===== src/rtl/calc_pkg.sv =====
`default_nettype none
// +--------------------------------------------------------------------+
// | calc_pkg : states, operation codes and stage decode for the        |
// |            calculator sequencer.            Revision: 1.0          |
// +--------------------------------------------------------------------+
package calc_pkg;

    typedef enum logic [2:0] {
        LOAD_A  = 3'd0,
        LOAD_B  = 3'd1,
        LOAD_OP = 3'd2,
        EXEC    = 3'd3,
        SHOW    = 3'd4
    } state_t;

    localparam logic [3:0] OP_SUM   = 4'd0;
    localparam logic [3:0] OP_SUB   = 4'd1;
    localparam logic [3:0] OP_MUL   = 4'd2;
    localparam logic [3:0] OP_DIV   = 4'd3;
    localparam logic [3:0] OP_MOD   = 4'd4;
    localparam logic [3:0] OP_AND   = 4'd5;
    localparam logic [3:0] OP_OR    = 4'd6;
    localparam logic [3:0] OP_XOR   = 4'd7;
    localparam logic [3:0] OP_SHL   = 4'd8;
    localparam logic [3:0] OP_SHR   = 4'd9;
    localparam logic [3:0] OP_COUNT = 4'd10;

    // EXEC and SHOW share the last LED code
    function automatic logic [1:0] stage_of(input state_t s);
        case (s)
            LOAD_A:  stage_of = 2'd0;
            LOAD_B:  stage_of = 2'd1;
            LOAD_OP: stage_of = 2'd2;
            default: stage_of = 2'd3;
        endcase
    endfunction

endpackage
`default_nettype wire


===== src/rtl/calc_sequencer_if.sv =====
`default_nettype none
// +--------------------------------------------------------------------+
// | calc_sequencer_if : board/ALU-side signal bundle of the sequencer. |
// |                                             Revision: 1.0          |
// +--------------------------------------------------------------------+
interface calc_sequencer_if #(
    parameter int N = 4
);
    logic [N-1:0] sw;
    logic [3:0]   op_sw;
    logic         btn_enter;
    logic         btn_clear;
    logic [N-1:0] alu_result;
    logic [3:0]   alu_flags;
    logic [N-1:0] a_q;
    logic [N-1:0] b_q;
    logic [3:0]   op_q;
    logic [N-1:0] result_q;
    logic [3:0]   flags_q;
    logic [1:0]   stage;
    logic         done;
    logic         err;

    modport master (
        input  sw, op_sw, btn_enter, btn_clear, alu_result, alu_flags,
        output a_q, b_q, op_q, result_q, flags_q, stage, done, err
    );

    modport slave (
        output sw, op_sw, btn_enter, btn_clear, alu_result, alu_flags,
        input  a_q, b_q, op_q, result_q, flags_q, stage, done, err
    );
endinterface
`default_nettype wire


===== src/rtl/calc_sequencer_btn_pulse.sv =====
`default_nettype none
// +--------------------------------------------------------------------+
// | btn_pulse : debounces a raw button, one-cycle pulse per accepted   |
// |             press.                          Revision: 1.0          |
// +--------------------------------------------------------------------+
module btn_pulse #(
    parameter int DEBOUNCE = 250000
) (
    input  wire logic clk,
    input  wire logic rst,
    input  wire logic raw,
    output logic      pulse
);
    localparam int CW = $clog2(DEBOUNCE + 1);

    logic [CW-1:0] cnt;
    logic          level;

    always_ff @(posedge clk) begin
        if (!rst) begin
            cnt   <= '0;
            level <= 1'b0;
            pulse <= 1'b0;
        end else begin
            pulse <= 1'b0;
            // any sample matching the accepted level restarts the count
            if (raw != level) begin
                if (cnt == CW'(DEBOUNCE - 1)) begin
                    level <= raw;
                    cnt   <= '0;
                    pulse <= raw;
                end else begin
                    cnt <= cnt + 1'b1;
                end
            end else begin
                cnt <= '0;
            end
        end
    end
endmodule
`default_nettype wire


===== src/rtl/calc_sequencer.sv =====
`default_nettype none
// +--------------------------------------------------------------------+
// | calc_sequencer : collects A, B, op from switches and latches the   |
// |                  ALU result for display.    Revision: 1.0          |
// +--------------------------------------------------------------------+
module calc_sequencer
    import calc_pkg::*;
#(
    parameter int N        = 4,
    parameter int DEBOUNCE = 250000
) (
    input wire logic         clk,
    input wire logic         rst,
    calc_sequencer_if.master bus
);
    state_t       state, state_n;
    logic [N-1:0] a_r, a_n, b_r, b_n, res_r, res_n;
    logic [3:0]   op_r, op_n, fl_r, fl_n;
    logic         err_r, err_n;
    logic [1:0]   stage_r;
    logic         done_r;
    logic         enter_p, clear_p;

    btn_pulse #(.DEBOUNCE(DEBOUNCE)) u_enter (
        .clk(clk), .rst(rst), .raw(bus.btn_enter), .pulse(enter_p)
    );
    btn_pulse #(.DEBOUNCE(DEBOUNCE)) u_clear (
        .clk(clk), .rst(rst), .raw(bus.btn_clear), .pulse(clear_p)
    );

    always_comb begin
        state_n = state;
        a_n     = a_r;
        b_n     = b_r;
        op_n    = op_r;
        res_n   = res_r;
        fl_n    = fl_r;
        err_n   = err_r;
        if (clear_p) begin
            state_n = LOAD_A;
            a_n     = '0;
            b_n     = '0;
            op_n    = '0;
            res_n   = '0;
            fl_n    = '0;
            err_n   = 1'b0;
        end else begin
            case (state)
                LOAD_A: if (enter_p) begin
                    a_n     = bus.sw;
                    state_n = LOAD_B;
                end
                LOAD_B: if (enter_p) begin
                    b_n     = bus.sw;
                    state_n = LOAD_OP;
                end
                LOAD_OP: if (enter_p) begin
                    op_n    = bus.op_sw;
                    state_n = EXEC;
                end
                EXEC: begin
                    if (op_r < OP_COUNT) begin
                        res_n = bus.alu_result;
                        fl_n  = bus.alu_flags;
                        err_n = 1'b0;
                    end else begin
                        res_n = '0;
                        fl_n  = '0;
                        err_n = 1'b1;
                    end
                    state_n = SHOW;
                end
                SHOW: if (enter_p) begin
                    a_n     = res_r;
                    err_n   = 1'b0;
                    state_n = LOAD_B;
                end
                default: state_n = LOAD_A;
            endcase
        end
    end

    always_ff @(posedge clk) begin
        if (!rst) begin
            state   <= LOAD_A;
            a_r     <= '0;
            b_r     <= '0;
            op_r    <= '0;
            res_r   <= '0;
            fl_r    <= '0;
            err_r   <= 1'b0;
            stage_r <= 2'd0;
            done_r  <= 1'b0;
        end else begin
            state   <= state_n;
            a_r     <= a_n;
            b_r     <= b_n;
            op_r    <= op_n;
            res_r   <= res_n;
            fl_r    <= fl_n;
            err_r   <= err_n;
            stage_r <= stage_of(state_n);
            done_r  <= (state == EXEC) && (state_n == SHOW);
        end
    end

    assign bus.a_q      = a_r;
    assign bus.b_q      = b_r;
    assign bus.op_q     = op_r;
    assign bus.result_q = res_r;
    assign bus.flags_q  = fl_r;
    assign bus.err      = err_r;
    assign bus.stage    = stage_r;
    assign bus.done     = done_r;
endmodule
`default_nettype wire


===== src/flat_wrapper.sv =====
// flat-port wrapper written by rule: the top's interface ports become plain ports
module calc_sequencer_flat import calc_pkg::*;
#(
    parameter int N        = 4,
    parameter int DEBOUNCE = 250000
)
  (clk, rst, bus_sw, bus_op_sw, bus_btn_enter, bus_btn_clear, bus_alu_result, bus_alu_flags, bus_a_q, bus_b_q, bus_op_q, bus_result_q, bus_flags_q, bus_stage, bus_done, bus_err);
  calc_sequencer_if #(.N(N)) bus_i ();
  input wire logic clk;
  input wire logic rst;
  input wire logic [$bits(bus_i.sw)-1:0] bus_sw;
  input wire logic [$bits(bus_i.op_sw)-1:0] bus_op_sw;
  input wire logic [$bits(bus_i.btn_enter)-1:0] bus_btn_enter;
  input wire logic [$bits(bus_i.btn_clear)-1:0] bus_btn_clear;
  input wire logic [$bits(bus_i.alu_result)-1:0] bus_alu_result;
  input wire logic [$bits(bus_i.alu_flags)-1:0] bus_alu_flags;
  output wire logic [$bits(bus_i.a_q)-1:0] bus_a_q;
  output wire logic [$bits(bus_i.b_q)-1:0] bus_b_q;
  output wire logic [$bits(bus_i.op_q)-1:0] bus_op_q;
  output wire logic [$bits(bus_i.result_q)-1:0] bus_result_q;
  output wire logic [$bits(bus_i.flags_q)-1:0] bus_flags_q;
  output wire logic [$bits(bus_i.stage)-1:0] bus_stage;
  output wire logic [$bits(bus_i.done)-1:0] bus_done;
  output wire logic [$bits(bus_i.err)-1:0] bus_err;
  assign bus_i.sw = bus_sw;
  assign bus_i.op_sw = bus_op_sw;
  assign bus_i.btn_enter = bus_btn_enter;
  assign bus_i.btn_clear = bus_btn_clear;
  assign bus_i.alu_result = bus_alu_result;
  assign bus_i.alu_flags = bus_alu_flags;
  assign bus_a_q = bus_i.a_q;
  assign bus_b_q = bus_i.b_q;
  assign bus_op_q = bus_i.op_q;
  assign bus_result_q = bus_i.result_q;
  assign bus_flags_q = bus_i.flags_q;
  assign bus_stage = bus_i.stage;
  assign bus_done = bus_i.done;
  assign bus_err = bus_i.err;
  calc_sequencer #(.N(N), .DEBOUNCE(DEBOUNCE)) u_core (.clk(clk), .rst(rst), .bus(bus_i));
endmodule

===== config.mk =====
export PLATFORM = sky130hd
export DESIGN_NAME = calc_sequencer_flat
export DESIGN_NICKNAME = d
export VERILOG_FILES = /design/src/rtl/calc_pkg.sv /design/src/rtl/calc_sequencer_if.sv /design/src/rtl/calc_sequencer_btn_pulse.sv /design/src/rtl/calc_sequencer.sv /design/src/flat_wrapper.sv
export SDC_FILE = /design/constraint.sdc
export NUM_CORES = 1
export LEC_CHECK = 0
export BUFFER_PORTS_ARGS = -buffer_cell sky130_fd_sc_hd__buf_2
export CAP_MARGIN = 10
export CORE_MARGIN = 4
export CORE_UTILIZATION = 60
export DETAILED_ROUTE_END_ITERATION = 8
export GPL_TIMING_DRIVEN = 0
export PLACE_DENSITY = 0.82
export SLEW_MARGIN = 30
export SYNTH_ARGS = -nofsm -noshare
export SYNTH_HDL_FRONTEND = slang
export SYNTH_SLANG_ARGS = --single-unit

===== constraint.sdc =====
create_clock -name clk -period 2.9 [get_ports clk]
set_input_delay 0.435 -clock clk [delete_from_list [all_inputs] [get_ports clk]]
set_output_delay 0.435 -clock clk [all_outputs]
set_load 0.05 [all_outputs]

==> flow_summary.html <==
<table>
<tr><th>Metric</th><th>Value</th></tr>
<tr><th colspan="2">Worst setup path</th></tr>
<tr><td>Signal arrival time at the worst endpoint</td><td>about 2400 ps</td></tr>
<tr><td>Worst Setup End Kind</td><td>flip-flop</td></tr>
<tr><td>Slowest cell on the critical path</td><td>nor4_1</td></tr>
<tr><td>Stage delay of the slowest cell on the critical path</td><td>510 ps</td></tr>
<tr><td>Worst-path fanout max</td><td>10</td></tr>
<tr><td>Nature of the critical path startpoint</td><td>flip-flop</td></tr>
<tr><td>Cell type group with the largest total delay on the critical path</td><td>simple AND/OR/NAND/NOR gates</td></tr>
<tr><td>Buffers &amp; Inverters on Critical Path</td><td>2</td></tr>
<tr><td>Required time at the worst-slack endpoint</td><td>3130 ps</td></tr>
<tr><td>WS Path Type</td><td>flip-flop to flip-flop</td></tr>
<tr><td>Critical-path cell list</td><td>ha_1 &gt; nand3_2 &gt; nor4_1 &gt; a31o_2 &gt; buf_2 &gt; buf_4 &gt; nor2_1</td></tr>
<tr><th colspan="2">Clock network</th></tr>
<tr><td>CTS HTree Levels</td><td>3</td></tr>
<tr><td>Clock root buffer</td><td>clkbuf_8</td></tr>
<tr><td>Number of hold buffers added after cts</td><td>0</td></tr>
<tr><td># Post-CTS Setup Buffers</td><td>0</td></tr>
<tr><td>TritonCTS Sinks</td><td>67</td></tr>
<tr><td>Maximum buffer depth of the clock tree</td><td>2</td></tr>
<tr><td>Inserted Clock Buffers</td><td>9</td></tr>
<tr><td>Post_cts resized</td><td>0</td></tr>
<tr><td>Clock tree from TritonCTS</td><td>done</td></tr>
<tr><td>Reg clk slew, reported paths</td><td>roughly 80 ps</td></tr>
<tr><td>Worst skew pair latency</td><td>around 340 ps</td></tr>
<tr><th colspan="2">Run status</th></tr>
<tr><td>Outcome</td><td>finished clean</td></tr>
<tr><th colspan="2">STA</th></tr>
<tr><td>Worst slew margin relative to its limit</td><td>0.506</td></tr>
<tr><td>RSZ-0062 raised after global routing</td><td>false</td></tr>
<tr><td>Worst hold margin</td><td>between 300 and 400 ps</td></tr>
<tr><td>Number of slew-limit violations in the final report</td><td>0</td></tr>
<tr><td>Slew at the pin closest to its max-slew limit</td><td>about 730 ps</td></tr>
<tr><td>Shortest clock period the worst path allows after layout</td><td>2140 ps</td></tr>
<tr><td>Aggregate negative setup slack</td><td>0 ps</td></tr>
<tr><td>Count of final setup violators</td><td>0</td></tr>
<tr><td>Setup skew after layout</td><td>9.57 ps</td></tr>
<tr><td>Highest clock frequency the design can meet</td><td>approximately 0.47 GHz</td></tr>
<tr><td>Final worst path period share</td><td>0.738</td></tr>
<tr><td>Hold violation total from the final report</td><td>0</td></tr>
<tr><th colspan="2">Placed design</th></tr>
<tr><td>Placed cell areas</td><td>~0.0030 mm²</td></tr>
<tr><td>Placed instance count</td><td>slightly below 400</td></tr>
<tr><td>Count of input and output buffers</td><td>between 40 and 50</td></tr>
<tr><td>Routability congestion estimate from global placement</td><td>roughly 0.85</td></tr>
<tr><td>Detailed Place HPWL</td><td>around 3900 µm</td></tr>
<tr><th colspan="2">Logic synthesis</th></tr>
<tr><td>Portion of the post-synthesis area used by sequential elements</td><td>0.484</td></tr>
<tr><td>Simple-Gate Fraction of Synth Area</td><td>0.252</td></tr>
<tr><td>Total of flip-flops plus latches after synthesis</td><td>67</td></tr>
<tr><td>Most frequently used flop master after synthesis</td><td>dfxtp_1</td></tr>
<tr><td>Distinct cells, synth</td><td>40</td></tr>
<tr><td>Dominant cells by area after synthesis</td><td>dfxtp_1, nor2_1, xnor2_1, mux2i_1, nor4_1</td></tr>
<tr><td>Adder and majority cell fraction of the synthesized area</td><td>0.00904</td></tr>
<tr><td>Total of warnings raised by yosys</td><td>0</td></tr>
<tr><td>Post-synth EDFFs</td><td>0</td></tr>
<tr><td>Synthesized net count</td><td>around 320</td></tr>
<tr><td>Fraction of synthesized cell area taken by the top area cell type</td><td>0.484</td></tr>
<tr><td>Post-synthesis instance area</td><td>0.00277 mm²</td></tr>
<tr><td>Post-synthesis share of cell area spent on xor and xnor gates</td><td>0.0949</td></tr>
<tr><td>Multiplexer share of the synthesized area</td><td>0.0511</td></tr>
<tr><td>Gate count after technology mapping</td><td>~300</td></tr>
<tr><td>Share of the synthesized area in compound gates (AO/OA/AOI/OAI)</td><td>0.0795</td></tr>
<tr><td>Leading area contributor after synthesis</td><td>dfxtp_1</td></tr>
<tr><td>Syn avg cell area</td><td>roughly 9.2 µm²</td></tr>
<tr><td>Share of synthesized flip-flops with an asynchronous set or reset</td><td>0</td></tr>
<tr><td>Dominant combinational cell family by area after synthesis</td><td>simple AND/OR/NAND/NOR gates</td></tr>
<tr><th colspan="2">Pwr</th></tr>
<tr><td>Worst-case vdd ir drop</td><td>0.345 mV</td></tr>
<tr><td>Leak pwr</td><td>1.15 nW</td></tr>
<tr><td>P per Cell Area</td><td>between 500 and 600 mW/mm²</td></tr>
<tr><th colspan="2">Detailed routing</th></tr>
<tr><td>DRC violations left</td><td>0</td></tr>
<tr><td>Mean number of vias per cell</td><td>5.56</td></tr>
<tr><td>Antenna Violating Nets Remaining</td><td>0</td></tr>
<tr><td>Number of detailed-route iterations in the first pass</td><td>4</td></tr>
<tr><td>Via count of the routed design</td><td>about 2.3k</td></tr>
<tr><td>Total wire length</td><td>about 5700 µm</td></tr>
<tr><td>Iteration-0 DRC Markers</td><td>80</td></tr>
<tr><td>Average routed wire per standard cell</td><td>approximately 14 µm</td></tr>
<tr><th colspan="2">Finish</th></tr>
<tr><td>Most common cell after layout, fill and taps aside</td><td>dfxtp_1</td></tr>
<tr><td>Layout area overhead</td><td>17.1%</td></tr>
<tr><td>Diode insertion count for antenna repair</td><td>0</td></tr>
<tr><td>Non-filler instance count after layout</td><td>between 400 and 500</td></tr>
<tr><td>Fraction of final layout cells sized beyond drive strength 1</td><td>0.211</td></tr>
<tr><td>NumNets Final</td><td>approximately 380</td></tr>
<tr><td>Area occupied by multi-input gates</td><td>0.00135 mm²</td></tr>
<tr><td>Sequential cell area in the final layout</td><td>around 0.0013 mm²</td></tr>
<tr><td>Commonest cells after routing, fill and taps aside</td><td>dfxtp_1, nor2_1, buf_2, xnor2_1, mux2i_1</td></tr>
<tr><td>Count of fill cells added during filler insertion</td><td>322</td></tr>
<tr><td>Post-route cell area</td><td>between 0.003 and 0.004 mm²</td></tr>
<tr><th colspan="2">Die</th></tr>
<tr><td>IO Count</td><td>44</td></tr>
<tr><td>Initial core utilization</td><td>0.627</td></tr>
<tr><td>Die Span Y</td><td>between 70 and 80 µm</td></tr>
<tr><td>Floorplan die width</td><td>75.9 µm</td></tr>
<tr><td>Die Area</td><td>about 0.0058 mm²</td></tr>
<tr><td>Core footprint</td><td>~0.0044 mm²</td></tr>
<tr><td>Core Rows</td><td>24</td></tr>
<tr><th colspan="2">Global routing</th></tr>
<tr><td>Number of antenna violations at the first check in global routing</td><td>0</td></tr>
<tr><td>Vias in the first global route</td><td>between 2k and 2.5k</td></tr>
<tr><td>Grt total ovfl</td><td>0</td></tr>
<tr><td>Global-route wire length before repair</td><td>9870 µm</td></tr>
<tr><td>Overall global routing resource usage</td><td>0.206</td></tr>
<tr><td>Largest net degree at the start of global routing</td><td>13</td></tr>
<tr><th colspan="2">Flow run</th></tr>
<tr><td>Maximum capacitance violations</td><td>0</td></tr>
<tr><th colspan="2">Min path</th></tr>
<tr><td>Worst min path class</td><td>input pin to flip-flop</td></tr>
</table>
==> where the power goes <==
part | switching [W] | internal [W] | leakage, nW
Sequential | 0.00000265 | 0.000922 | 0.540
Clock | 0.000356 | 0.000393 | 0.0950
Combinational | 0.0000258 | 0.0000176 | 0.520
==> kinds of logic (layout without fill, tap and decap cells) <==
kind of cell / Yosys count / count (layout)
compound gates: 30 / 30
mux: 14 / 14
xor+xnor: 30 / 30
buf+inv: 20 / 79
simple gates: 138 / 138
flops: 67 / 67
fa+ha+maj: 2 / 2
==> registers in the layout, indices dropped and copies added, names as in the netlist, 2 cells and up <==
register             count
u_core.bus.op_q          4
u_core.u_enter.cnt      18
u_core.u_clear.cnt      18
u_core.state             3
u_core.bus.b_q           4
u_core.bus.result_q      4
u_core.bus.flags_q       4
u_core.bus.a_q           4
u_core.bus.stage         2
==> tightest hold or removal path, cell delays in order <==
cell	delay (ps)
buf_2	80
mux2i_1	60
nor2_1	70
==> stage by stage <==
| step | total power [W] | setup WS, ps | util |
|---|---|---|---|
| 2_1_floorplan | 0.000967 | 1100 | - |
| 3_3_place_gp | 0.000989 | 856 | 0.691 |
| 3_5_place_dp | 0.000990 | 776 | 0.691 |
| 4_1_cts | 0.00173 | 738 | 0.734 |
| 5_1_grt | 0.00178 | 526 | 0.734 |
| 6_report | 0.00172 | 759 | 0.734 |
==> cells in the mapped netlist (2+ instances only) <==
cell type,n
xnor2_1,24
o21ai_0,3
a211oi_1,4
ha_1,2
a31o_2,3
nor2b_1,2
buf_2,2
and3_1,2
clkbuf_1,5
a22oi_1,8
dfxtp_1,67
mux2i_1,13
nand2b_1,5
xor2_1,6
or3_1,5
nor3_1,11
nand2_1,11
inv_1,12
nor4_1,11
nand4_1,9
a21oi_1,5
nand3_1,10
nor2_1,62
a21oi_2,2
or4_4,2
==> area by class of cell <==
cell class                      count  area share
Inverter                           12      0.0139
Timing Repair Buffer               43      0.0664
Tap cell                           52      0.0201
Multi-Input combinational cell    214       0.415
Sequential cell                    67       0.414
Clock inverter                      7      0.0212
Clock buffer                        9      0.0382
Buffer                              8      0.0112
==> metal layers <==
metal	GRT usage	vias up	wire length (µm)
li1	-	1154	-
met1	0.242	1062	2500
met2	0.347	64	2790
met3	0.0581	11	292
met4	0.0890	0	91
met5	0	-	0
==> worst paths after layout <==
kind	start	to	slack [ps]	cells after the start
max	u_core.u_clear.cnt[0]	u_core.u_clear.cnt[0]	760	7
min	bus_op_sw[0]	u_core.bus.op_q[0]	330	3
max reg2reg	u_core.u_clear.cnt[0]	u_core.u_clear.cnt[0]	760	7
min reg2reg	u_core.u_enter.cnt[0]	u_core.u_enter.cnt[0]	470	1
(Power assumes the default switching activity.)
